==> src/rtl/data_memory.sv <==
`default_nettype none
// ============================================================================
// Module   : data_memory
// Purpose  : 256 x 8-bit data memory for a multi-cycle CPU. Each access keeps
//            BUSYWAIT high for LATENCY cycles and then spends one cycle in DONE
//            with BUSYWAIT low, so the CPU commits on the following edge.
//            ADDRESS, WRITEDATA and the operation are latched when the access
//            starts, so the CPU may change them while the access runs.
// Ports    : CLK       - system clock, rising edge
//            RESET     - asynchronous, active-high; clears state and memory
//            READ      - read request
//            WRITE     - write request
//            ADDRESS   - byte address [7:0]
//            WRITEDATA - store data [7:0]
//            READDATA  - registered load data [7:0]
//            BUSYWAIT  - stall while an access is in progress
// Revision : 1.0 - initial release
// ============================================================================
module data_memory #(
   parameter int LATENCY = 4
) (
   input  logic       CLK,
   input  logic       RESET,
   input  logic       READ,
   input  logic       WRITE,
   input  logic [7:0] ADDRESS,
   input  logic [7:0] WRITEDATA,
   output logic [7:0] READDATA,
   output logic       BUSYWAIT
);

   localparam logic [1:0] c_IDLE   = 2'd0;
   localparam logic [1:0] c_ACCESS = 2'd1;
   localparam logic [1:0] c_DONE   = 2'd2;

   // The IDLE cycle counts as the first busy cycle, so ACCESS lasts LATENCY-1.
   localparam logic [3:0] c_LOAD = 4'(LATENCY - 1);

   logic [1:0] r_state;
   logic [3:0] r_count;
   logic [7:0] r_addr;
   logic [7:0] r_data;
   logic       r_is_write;
   logic [7:0] r_mem [0:255];
   logic [7:0] r_readdata;

   logic w_valid;
   logic w_finish;

   // Exactly one of READ/WRITE forms a valid request.
   assign w_valid  = READ ^ WRITE;
   // Final ACCESS edge: the memory operation takes effect here.
   assign w_finish = (r_state == c_ACCESS) && (r_count == 4'd1);

   assign BUSYWAIT = (r_state == c_ACCESS) || ((r_state == c_IDLE) && w_valid);
   assign READDATA = r_readdata;

   // Control FSM, counter and request latch.
   always_ff @(posedge CLK or posedge RESET) begin
      if (RESET) begin
         r_state    <= c_IDLE;
         r_count    <= 4'd0;
         r_addr     <= 8'h00;
         r_data     <= 8'h00;
         r_is_write <= 1'b0;
      end else begin
         case (r_state)
            c_IDLE: begin
               if (w_valid) begin
                  r_addr     <= ADDRESS;
                  r_data     <= WRITEDATA;
                  r_is_write <= WRITE;
                  r_count    <= c_LOAD;
                  r_state    <= c_ACCESS;
               end
            end
            c_ACCESS: begin
               r_count <= r_count - 4'd1;
               if (r_count == 4'd1) begin
                  r_state <= c_DONE;
               end
            end
            c_DONE: begin
               // Requests still held here are deliberately not re-sampled.
               r_state <= c_IDLE;
            end
            default: begin
               r_state <= c_IDLE;
            end
         endcase
      end
   end

   // Load data register; holds its value across writes.
   always_ff @(posedge CLK or posedge RESET) begin
      if (RESET) begin
         r_readdata <= 8'h00;
      end else if (w_finish && !r_is_write) begin
         r_readdata <= r_mem[r_addr];
      end
   end

   // Storage array; reset clears every location, aborting any pending write.
   always_ff @(posedge CLK or posedge RESET) begin
      if (RESET) begin
         for (int i = 0; i < 256; i++) begin
            r_mem[i] <= 8'h00;
         end
      end else if (w_finish && r_is_write) begin
         r_mem[r_addr] <= r_data;
      end
   end

endmodule
`default_nettype wire

==> config.mk <==
export PLATFORM = sky130hd
export DESIGN_NAME = data_memory
export DESIGN_NICKNAME = d
export VERILOG_FILES = /design/src/rtl/data_memory.sv
export SDC_FILE = /design/constraint.sdc
export NUM_CORES = 2
export LEC_CHECK = 0
export CORE_ASPECT_RATIO = 0.9
export CORE_MARGIN = 5
export CORE_UTILIZATION = 44
export DETAILED_ROUTE_END_ITERATION = 12
export HOLD_SLACK_MARGIN = 0.02
export PLACE_DENSITY = 0.65
export RECOVER_POWER = 25
export SYNTH_ARGS = -nofsm -noshare
export SYNTH_HDL_FRONTEND = slang
export SYNTH_SLANG_ARGS = --single-unit
==> constraint.sdc <==
create_clock -name CLK -period 133.2 [get_ports CLK]
set_input_delay 13.32 -clock CLK [delete_from_list [all_inputs] [get_ports CLK]]
set_output_delay 13.32 -clock CLK [all_outputs]
set_load 0.05 [all_outputs]
==> reports/results.ini <==
[timing]
setup-violations-final = 0
slew_violations = 373
fin_skew_ps = 33.2
maxSlewHeadroom_pct = -149
rsz0062_at_grt = false
fin_crit_sh_pct = 21.8
finalHoldViolations = 0
timing.setup.tns_ps = 0
period_needed_ps = 29030
worst_pin_slew_ps = 3730
max_clock_freq_mhz = 34.5
holdWs_ps = 487

[power]
internal_power_uw = 1160
powerDensity_mw_per_mm2 = 17.6
switchingPower_uw = 684
leakage_uw = 0.0507
p_clk_share_pct = 33.0
pwr-share-comb_pct = 28.2
seq_power_share_pct = 38.9
swShare_pct = 37.1
ir_drop_uv = 23.8

[die]
die_h_um = 451
fp.dieArea_sq_mm = 0.225
core_area_sq_mm = 0.214
fp.dieW_um = 500
floorplan.initialDensity_pct = 44.3
pin_count = 29
row_count = 161

[flow_run]
drv_cap = 24

[cts]
cts_root_buf = clkbuf_16
cts_buffers = 214
clock-sinks = 2079
post_cts_buffers = 0
htreeDepth = 4
clkTransAtPathRegs_ps = 60
cts_buffer_depth = 3
clock_latency_ps = 860
postCtsResizedCells = 0
cts_tree = yes
holdBufCountCts = 0

[cells_and_area]
final_nets = 6177
drive_above_1_share_pct = 46.4
postLayoutCoreUtil_pct = 48.8
fin_cells = 9180
fill_cells = 18256
area_delta_synth_final_pct = 10.1

[setup_path]
reg2regPathDepth = 8
r2r_end = r_mem[858]
crit_path_end_kind = output pin
path_max_fanout = 20
required_ps = 119880
crit_start = WRITE
crit_type = input pin to output pin
worstReg2RegStart = r_addr[0]
reg2reg_slack_ps = 119040
cp_cell_sequence = clkdlybuf4s50_1, xor2_1, nand2_1, nand2_1, clkdlybuf4s50_1
crit_path_top_delay_cell = clkdlybuf4s50_1
critPathArrivalTime_ps = 15710
start_kind = input pin
cpPeakStageDelay_ps = 830

[routing]
detail_route.wl_per_cell_um = 28.0
via_count = 55389
routed_wl_um = 257000
routed_via_density = 6.03
drt_iter0_drc = 4284
first_pass_iters = 5
drc_errors = 0
postRouteAntennaNets = 0

[min_path]
min_to = r_mem[1961]
hold_depth = 1
hp-class = register to register
holdCritStartpoint = r_mem[1961]

[grt]
grt_pass1_vias = 57951
grt_max_degree = 196
grt_antenna_before_repair = 5
grt-ovfl-total = 0
grt_pass1_wl_um = 391000
track_usage_pct = 22.8

[yosys]
synthesis.nets = 6292
yosysWarnings = 0
synthFlopType = dfrtp_1
synth_seq_cells = 2079
synth_area_per_cell_sq_um = 15.1
yosysSeqAreaShare_pct = 54.8
async_flop_share_pct = 100
synth_enable_flop_cells = 0
synth.distinct_cells = 73
synth.cell_area_sq_mm = 0.0950
syn_inst = 6270

[outcome]
status = complete, but fails checks
violations = max-capacitance violations, max-slew violations

[placed_design]
gp_congestion = 0.840
dp_cells = 8791
portBuffers = 28
dp_hpwl_um = 163000

-- registers in the layout (all words and copies together), names as in the netlist --
signal	cells
r_data	8
r_count	4
READDATA	8
r_state	2
r_addr	8
r_mem	2048
r_is_write	1
-- metrics by stage --
step	total power (uW)	setup slack (ps)	instance area, sq um
after floorplan	1040	61150	95000
after global placement	1250	104140	97800
after CTS	1860	104150	105000
final	1840	104170	105000
after global routing	1910	104000	105000
after detailed placement	1250	104170	97800
-- power by group through the flow --
stage          combinational (uW)  clock (uW)  sequential (uW)
4_1_cts                       525         619              718
6_report                      519         609              717
3_5_place_dp                  524           0              729
3_3_place_gp                  520           0              727
2_1_floorplan                 350           0              688
5_1_grt                       542         646              721
-- critical path, delay by kind of cell --
family / cells / cell delay [ps]
buffers and inverters: 2 / 1370
and+or+nand+nor: 2 / 790
xor gates and xnor gates: 1 / 220
-- cells by family (layout without fill, tap and decap cells) --
kind of cell / Yosys count / in the layout / synth area share (%)
muxes: 2733 / 2733 / 36.9
DFF: 2079 / 2079 / 54.8
and+or+nand+nor: 595 / 595 / 3.23
buffers and inverters: 484 / 541 / 2.33
AOI/OAI and AO/OA: 374 / 374 / 2.68
xor gates and xnor gates: 3 / 3 / 0.0277
adders and majority gates: 2 / 2 / 0.0263
other: 0 / 1 / 0
-- worst max-delay path by stage --
stage                  endpoint  cells after the start  slack (ps)
global route           BUSYWAIT                      5      104000
CTS                    BUSYWAIT                      5      104150
detailed placement     BUSYWAIT                      5      104170
global placement       BUSYWAIT                      5      104140
floorplan           READDATA[0]                      1       61150
finish                 BUSYWAIT                      5      104170
-- final cells by class --
cell class | instances | area (sq um) | area share [%]
repair buffers | 148 | 1220 | 1.17
multi-input cells | 3707 | 40500 | 38.8
diodes | 1 | 2.50 | 0.00239
inverters | 5 | 28.8 | 0.0275
clock inverters | 73 | 887 | 0.848
well taps | 2852 | 3570 | 3.41
clock buffers | 315 | 6260 | 5.98
flip-flops and latches | 2079 | 52100 | 49.8
-- synthesized netlist by cell type, drive strengths merged (3+ instances only) --
library cell,n,share of area [%]
clkbuf,326,1.3
mux4,405,9.6
a21boi,4,0.032
or2,4,0.026
a21oi,53,0.28
o221ai,12,0.11
a22oi,84,0.66
or3,18,0.12
nand4,18,0.12
nor4bb,5,0.053
nand2b,14,0.092
nor3,44,0.34
nor4,18,0.22
nor2b,13,0.086
nand2,301,1.2
o21ai,47,0.25
buf,153,1.0
and2,5,0.033
o211ai,9,0.071
a221oi,13,0.12
mux2,2118,25
nand4b,4,0.037
o22ai,76,0.50
a32oi,7,0.065
or3b,3,0.030
o32ai,6,0.055
a31oi,10,0.066
a22o,12,0.11
nand3,42,0.22
and3,11,0.072
a211oi,15,0.12
and4b,3,0.032
a32o,3,0.032
mux2i,210,2.2
a2111oi,3,0.028
o22a,3,0.028
inv,5,0.020
nor2,80,0.38
dfrtp,2079,55
-- layer usage --
| layer | global-route usage [%] | vias to the layer above | part of all wire, % |
|---|---|---|---|
| li1 | - | 23227 | - |
| met1 | 32.4 | 30358 | 44 |
| met2 | 35.9 | 1411 | 47 |
| met3 | 4.35 | 391 | 5.8 |
| met4 | 6.58 | 2 | 3.0 |
| met5 | 0 | - | 0.0039 |
-- cells in the final DEF (no fill, tap or decap), drive strengths merged, types with 28 or more instances in the layout --
| cell | synthesis | routed |
|---|---|---|
| a21oi | 53 | 53 |
| mux2 | 2118 | 2118 |
| o22ai | 76 | 76 |
| dfrtp | 2079 | 2079 |
| o21ai | 47 | 47 |
| buf | 153 | 105 |
| a22oi | 84 | 84 |
| clkdlybuf4s50 | 0 | 28 |
| nor2 | 80 | 80 |
| nor3 | 44 | 44 |
| mux2i | 210 | 210 |
| mux4 | 405 | 405 |
| clkinv | 0 | 43 |
| nand2 | 301 | 301 |
| nand3 | 42 | 42 |
| clkbuf | 326 | 330 |
No activity file was read; power rests on OpenSTA's default activity.
